--- src/rtl/wb_grf_if.sv ---
// ---------------------------------------------------------------------------
// wb_grf_if : MEM/WB inputs, ID read ports and forwarding outputs of wb_grf
// Rev 1.0
// ---------------------------------------------------------------------------
`default_nettype none

interface wb_grf_if;
   logic        RegWrite_wb;
   logic [1:0]  MemtoReg_wb;
   logic [31:0] dmout_wb;
   logic [31:0] aluout_wb;
   logic [31:0] pc_wb;
   logic [4:0]  a3_wb;
   logic [4:0]  a1;
   logic [4:0]  a2;
   logic [31:0] rd1;
   logic [31:0] rd2;
   logic [31:0] wd_wb;
   logic        we_eff;
   logic [31:0] wb_count;

   modport master (
      output RegWrite_wb, MemtoReg_wb, dmout_wb, aluout_wb, pc_wb, a3_wb, a1, a2,
      input  rd1, rd2, wd_wb, we_eff, wb_count
   );

   modport slave (
      input  RegWrite_wb, MemtoReg_wb, dmout_wb, aluout_wb, pc_wb, a3_wb, a1, a2,
      output rd1, rd2, wd_wb, we_eff, wb_count
   );
endinterface

`default_nettype wire

--- src/rtl/wb_grf.sv ---
// ---------------------------------------------------------------------------
// wb_grf : MIPS write-back mux and 32x32 register file with two read ports.
// Optional macro WB_GRF_BYPASS_EN forwards the write-back value to the reads.
// Rev 1.0
// ---------------------------------------------------------------------------
`default_nettype none

module wb_grf (
   input  logic     clk,
   input  logic     rst_n,
   wb_grf_if.slave  bus
);

   logic [31:0] regs [32];
   logic [31:0] count;
   logic [31:0] wd;
   logic        we;
   logic [4:0]  raddr [2];
   logic [31:0] rdata [2];

   always_comb begin
      case (bus.MemtoReg_wb)
         2'b01:   wd = bus.dmout_wb;
         2'b10:   wd = bus.pc_wb + 32'd8;
         default: wd = bus.aluout_wb;
      endcase
   end

   assign we           = bus.RegWrite_wb && (bus.a3_wb != 5'd0);
   assign bus.wd_wb    = wd;
   assign bus.we_eff   = we;
   assign bus.wb_count = count;

   always_ff @(posedge clk or negedge rst_n) begin
      if (!rst_n) begin
         for (int i = 0; i < 32; i++) begin
            regs[i] <= 32'd0;
         end
         count <= 32'd0;
      end else if (we) begin
         regs[bus.a3_wb] <= wd;
         count           <= count + 32'd1;
      end
   end

   assign raddr[0] = bus.a1;
   assign raddr[1] = bus.a2;

   genvar p;
   generate
      for (p = 0; p < 2; p++) begin : g_rd
         always_comb begin
            rdata[p] = regs[raddr[p]];
`ifdef WB_GRF_BYPASS_EN
            if (we && (raddr[p] == bus.a3_wb)) begin
               rdata[p] = wd;
            end
`endif
            // $0 is hard-wired to zero even when bypassing
            if (raddr[p] == 5'd0) begin
               rdata[p] = 32'd0;
            end
         end
      end
   endgenerate

   assign bus.rd1 = rdata[0];
   assign bus.rd2 = rdata[1];

endmodule

`default_nettype wire

--- src/flat_wrapper.sv ---
// flat-port wrapper written by rule: the top's interface ports become plain ports
module wb_grf_flat 
  (clk, rst_n, bus_RegWrite_wb, bus_MemtoReg_wb, bus_dmout_wb, bus_aluout_wb, bus_pc_wb, bus_a3_wb, bus_a1, bus_a2, bus_rd1, bus_rd2, bus_wd_wb, bus_we_eff, bus_wb_count);
  wb_grf_if bus_i ();
  input  logic clk;
  input  logic rst_n;
  input wire logic [$bits(bus_i.RegWrite_wb)-1:0] bus_RegWrite_wb;
  input wire logic [$bits(bus_i.MemtoReg_wb)-1:0] bus_MemtoReg_wb;
  input wire logic [$bits(bus_i.dmout_wb)-1:0] bus_dmout_wb;
  input wire logic [$bits(bus_i.aluout_wb)-1:0] bus_aluout_wb;
  input wire logic [$bits(bus_i.pc_wb)-1:0] bus_pc_wb;
  input wire logic [$bits(bus_i.a3_wb)-1:0] bus_a3_wb;
  input wire logic [$bits(bus_i.a1)-1:0] bus_a1;
  input wire logic [$bits(bus_i.a2)-1:0] bus_a2;
  output wire logic [$bits(bus_i.rd1)-1:0] bus_rd1;
  output wire logic [$bits(bus_i.rd2)-1:0] bus_rd2;
  output wire logic [$bits(bus_i.wd_wb)-1:0] bus_wd_wb;
  output wire logic [$bits(bus_i.we_eff)-1:0] bus_we_eff;
  output wire logic [$bits(bus_i.wb_count)-1:0] bus_wb_count;
  assign bus_i.RegWrite_wb = bus_RegWrite_wb;
  assign bus_i.MemtoReg_wb = bus_MemtoReg_wb;
  assign bus_i.dmout_wb = bus_dmout_wb;
  assign bus_i.aluout_wb = bus_aluout_wb;
  assign bus_i.pc_wb = bus_pc_wb;
  assign bus_i.a3_wb = bus_a3_wb;
  assign bus_i.a1 = bus_a1;
  assign bus_i.a2 = bus_a2;
  assign bus_rd1 = bus_i.rd1;
  assign bus_rd2 = bus_i.rd2;
  assign bus_wd_wb = bus_i.wd_wb;
  assign bus_we_eff = bus_i.we_eff;
  assign bus_wb_count = bus_i.wb_count;
  wb_grf u_core (.clk(clk), .rst_n(rst_n), .bus(bus_i));
endmodule
--- config.mk ---
export PLATFORM = sky130hd
export DESIGN_NAME = wb_grf_flat
export DESIGN_NICKNAME = d
export VERILOG_FILES = /design/src/rtl/wb_grf_if.sv /design/src/rtl/wb_grf.sv /design/src/flat_wrapper.sv
export SDC_FILE = /design/constraint.sdc
export NUM_CORES = 2
export LEC_CHECK = 0
export BUFFER_PORTS_ARGS = -buffer_cell sky130_fd_sc_hd__buf_2
export CELL_PAD_IN_SITES_DETAIL_PLACEMENT = 1
export CELL_PAD_IN_SITES_GLOBAL_PLACEMENT = 2
export CORE_MARGIN = 4
export CORE_UTILIZATION = 33
export DETAILED_ROUTE_END_ITERATION = 8
export GPL_TIMING_DRIVEN = 0
export PLACE_DENSITY = 0.7
export REMOVE_ABC_BUFFERS = 1
export SLEW_MARGIN = 30
export SYNTH_ARGS = -nofsm -noshare
export SYNTH_HDL_FRONTEND = slang
export SYNTH_SLANG_ARGS = --single-unit
--- constraint.sdc ---
create_clock -name clk -period 2.9 [get_ports clk]
set_input_delay 0.29 -clock clk [delete_from_list [all_inputs] [get_ports clk]]
set_output_delay 0.29 -clock clk [all_outputs]
set_load 0.05 [all_outputs]
==> flow_summary.yaml <==
sta:
  max_freq_mhz: 343
  final_hold_viol_count: 0
  worst_pin_slew_ns: 0.932
  slew_violations: 0
  min_period_ns: 2.91
  setup_viol: 1
  rsz0062_at_grt: "yes"
  setup_slack_ns: -0.0130
  relSlewSlack_pct: 37.6
  period_share_pct: 100
  skew_ns: 0.00523
  tns_ns: -0.0130
yosys:
  ys_ff_latch: 1050
  synth_top_family_by_area: "multiplexers"
  synth_edf_count: 0
  yosys_warnings: 0
  synth-xor-area-share_pct: 0.721
  synthMuxAreaShare_pct: 22.0
  ys.flop_type: "dfrtp_1"
  synth-compound-area-share_pct: 14.2
  syn_inst: 5063
  synth_area_per_cell_um2: 10.8
  yosysSeqAreaShare_pct: 48.1
  synth-adder-area-share_pct: 0.0915
  ys_top_cells_by_area: "dfrtp_1 48%, mux4_2 20%, o21ai_0 6.3%, nand2_1 5.2%, a21oi_1 3.7%"
  syn_area_um2: 54700
  yosys.area.top_type: "dfrtp_1"
  synth.distinct_cells: 65
  synth.top_cell.area_share_pct: 48.1
  synth_commonest_cells: "1050 x dfrtp_1, 754 x nand2_1, 690 x o21ai_0"
  synthSimpleGateAreaFrac_pct: 10.7
  synthArstFlopShare_pct: 100
  yosysMostFrequentCell: "dfrtp_1"
critical_path:
  max_stage_delay_ns: 0.57
  r2r_start: "u_core.bus.wb_count[0]"
  cpMostUsedCell: "buf_6"
  critPathBufInv: 4
  rrSetupSlack_ns: 0.44
  path_cells: "buf_6, ha_4, nand4_1, buf_6, or4_4, buf_6, nor4_4, mux2_4, nand2_8, buf_8"
  cp_slowest_cell: "or4_4"
  worstPathMaxFanout: 5
  crit_family: "simple AND/OR/NAND/NOR gates"
  worstSetupPathType: "primary input to output pin"
  critPathArrivalTime_ns: 2.62
  worstSetupEndpointType: "output pin"
  r2r_cells: 6
  cp.required_ns: 2.61
  cp-start-kind: "primary input"
  r2r_end: "u_core.bus.wb_count[26]"
status:
  violations: "setup timing"
  status: "finished, violations left"
worst_hold_path:
  hold_end: "u_core.regs[828]"
  min_from: "bus_aluout_wb[28]"
  whs_path_depth: 4
  hp-class: "primary input to flip-flop"
detailed_routing:
  vias: 43600
  drt_iter0_drc: 3933
  firstDrtPassIters: 5
  antenna_left: 0
  wire_per_inst_um: 30.8
  drc: 0
  totalWireLength_um: 232000
  viasPerCell: 5.79
cells_and_area:
  layoutNonFillerInstCount: 7532
  seq_area_um2: 26300
  n_fill_cell: 17500
  area_growth_pct: 24.6
  drive_above_1_share_pct: 27.9
  nets: 5355
  multi_input_area_um2: 27700
global_routing:
  grt_pass1_vias: 46100
  globalRouteTotalUtil_pct: 26.5
  grt_max_degree: 119
  grt_overflow: 0
  grt_first_pass_wirelength_um: 335000
  grt_antenna_before_repair: 13
floorplan:
  ios: 245
  dieArea_um2: 172000
  start_util_pct: 33.2
  row_count: 149
  die_height_um: 415
  dieWidth_um: 415
  core_um2: 165000
clock_network:
  h-tree-depth: 4
  worstSkewPairLatency_ns: 0.78
  clockRootBuffer: "clkbuf_16"
  clockBufferDepth: 3
  cts_made_buffers: 131
  cts_sinks: 1050
  clkTransAtPathRegs_ns: 0.06
  cts_tree: "built"
power:
  peakVddDrop_mv: 0.649
  power_density_nw_per_um2: 726
  leakagePower_nw: 29.0
placement:
  io_buffers: 244
  dpl.hpwl_um: 149000
  dpl_worst_slack_ns: -1.15
  globalplace.congestion: 0.788
  dp.cells: 7212
run:
  cap_violations: 0
[worst max path at each step]
| stage | from | to | slack [ns] | cells past startpoint |
|---|---|---|---|---|
| final | bus_pc_wb[3] | bus_wd_wb[31] | -0.01 | 10 |
| after global routing | bus_pc_wb[3] | bus_wd_wb[31] | -0.02 | 10 |
| after CTS | bus_MemtoReg_wb[0] | bus_wd_wb[12] | -0.04 | 12 |
| after detailed placement | bus_pc_wb[5] | bus_wd_wb[12] | -1.15 | 12 |
| after global placement | rst_n | u_core.regs[904] | -23.26 | 1 |
| after floorplan | bus_MemtoReg_wb[0] | bus_wd_wb[29] | -1.98 | 6 |
[metal layers]
layer / vias to the layer above / share of wire (%) / track usage, %
li1: 18800 / - / -
met1: 23000 / 40 / 32.9
met2: 1270 / 48 / 44.1
met3: 471 / 4.7 / 3.78
met4: 0 / 7.2 / 15.7
met5: - / 0 / 0
[through the flow]
stage	utilization [%]	hold slack (ns)	cell area (um^2)	power [mW]
detailed placement	37.3	0.252	61500	31.7
finish	41.3	0.0262	68100	49.5
global route	41.3	0.0439	68100	51.8
floorplan	-	-0.00559	52500	26.9
global placement	34.3	0.360	56500	30.7
CTS	41.1	0.00686	67700	49.6
[registers in the layout, summed over array words and instances, names as in the netlist]
name / cells
u_core.bus.wb_count: 32
u_core.regs: 1018
[report_power, final]
| group | total [mW] | switching [mW] | internal, mW |
|---|---|---|---|
| clock network | 17.3 | 7.01 | 10.3 |
| logic | 12.0 | 6.43 | 5.60 |
| registers | 20.1 | 2.41 | 17.7 |
[worst register-to-register path: stages (launching register included)]
cell,delay (ns)
dfrtp_1,0.43
ha_1,0.22
nand3_1,0.11
a211oi_2,0.64
nand4_1,0.47
nor3_1,0.35
xor2_1,0.16
[layout by cell type, fill, tap and decap left out, types with 14 or more instances in the layout]
cell       count
dfrtp_1     1050
nand2_1      728
o21ai_0      683
mux4_2       489
nor2_1       422
a21oi_1      406
buf_2        222
clkbuf_16    137
buf_4        114
a22oi_1      112
buf_16        75
o22ai_1       66
mux2i_1       62
a22o_1        54
buf_12        47
inv_1         42
xnor2_1       33
mux2_2        31
buf_6         31
nor2_4        27
clkbuf_1      27
clkbuf_8      25
nand3_1       23
nor4_4        22
nand2_4       22
buf_8         21
nand4_1       20
bufbuf_16     20
a22oi_2       19
nor3_2        17
nor3_1        16
clkinv_2      16
nand2b_1      14
[final cells by class]
| cell class | count | share of cell area [%] |
|---|---|---|
| clock buffers | 185 | 5.54 |
| diodes | 10 | 0.0367 |
| well taps | 2189 | 4.02 |
| inverters | 43 | 0.244 |
| repair buffers | 563 | 9.80 |
| multi-input cells | 3446 | 40.7 |
| flip-flops and latches | 1050 | 38.6 |
| clock inverters | 46 | 1.07 |
[repair_timing]
action                                  CTS  global route
pin swaps                                26            13
hold buffers                             12             0
buffers inserted                         43            10
endpoints found under the hold margin   266             0
cloned                                   22             3
resized for setup                       119            57
endpoints found under the setup margin   84            43
[kinds of logic after synthesis]
group                    after synthesis
buffers and inverters                568
AO/OA/AOI/OAI                       1398
flip-flops                          1050
AND/OR/NAND/NOR                     1414
multiplexers                         584
XOR/XNOR                              45
adder cells (fa/ha/maj)                4
No activity file was read; power rests on OpenSTA's default activity.
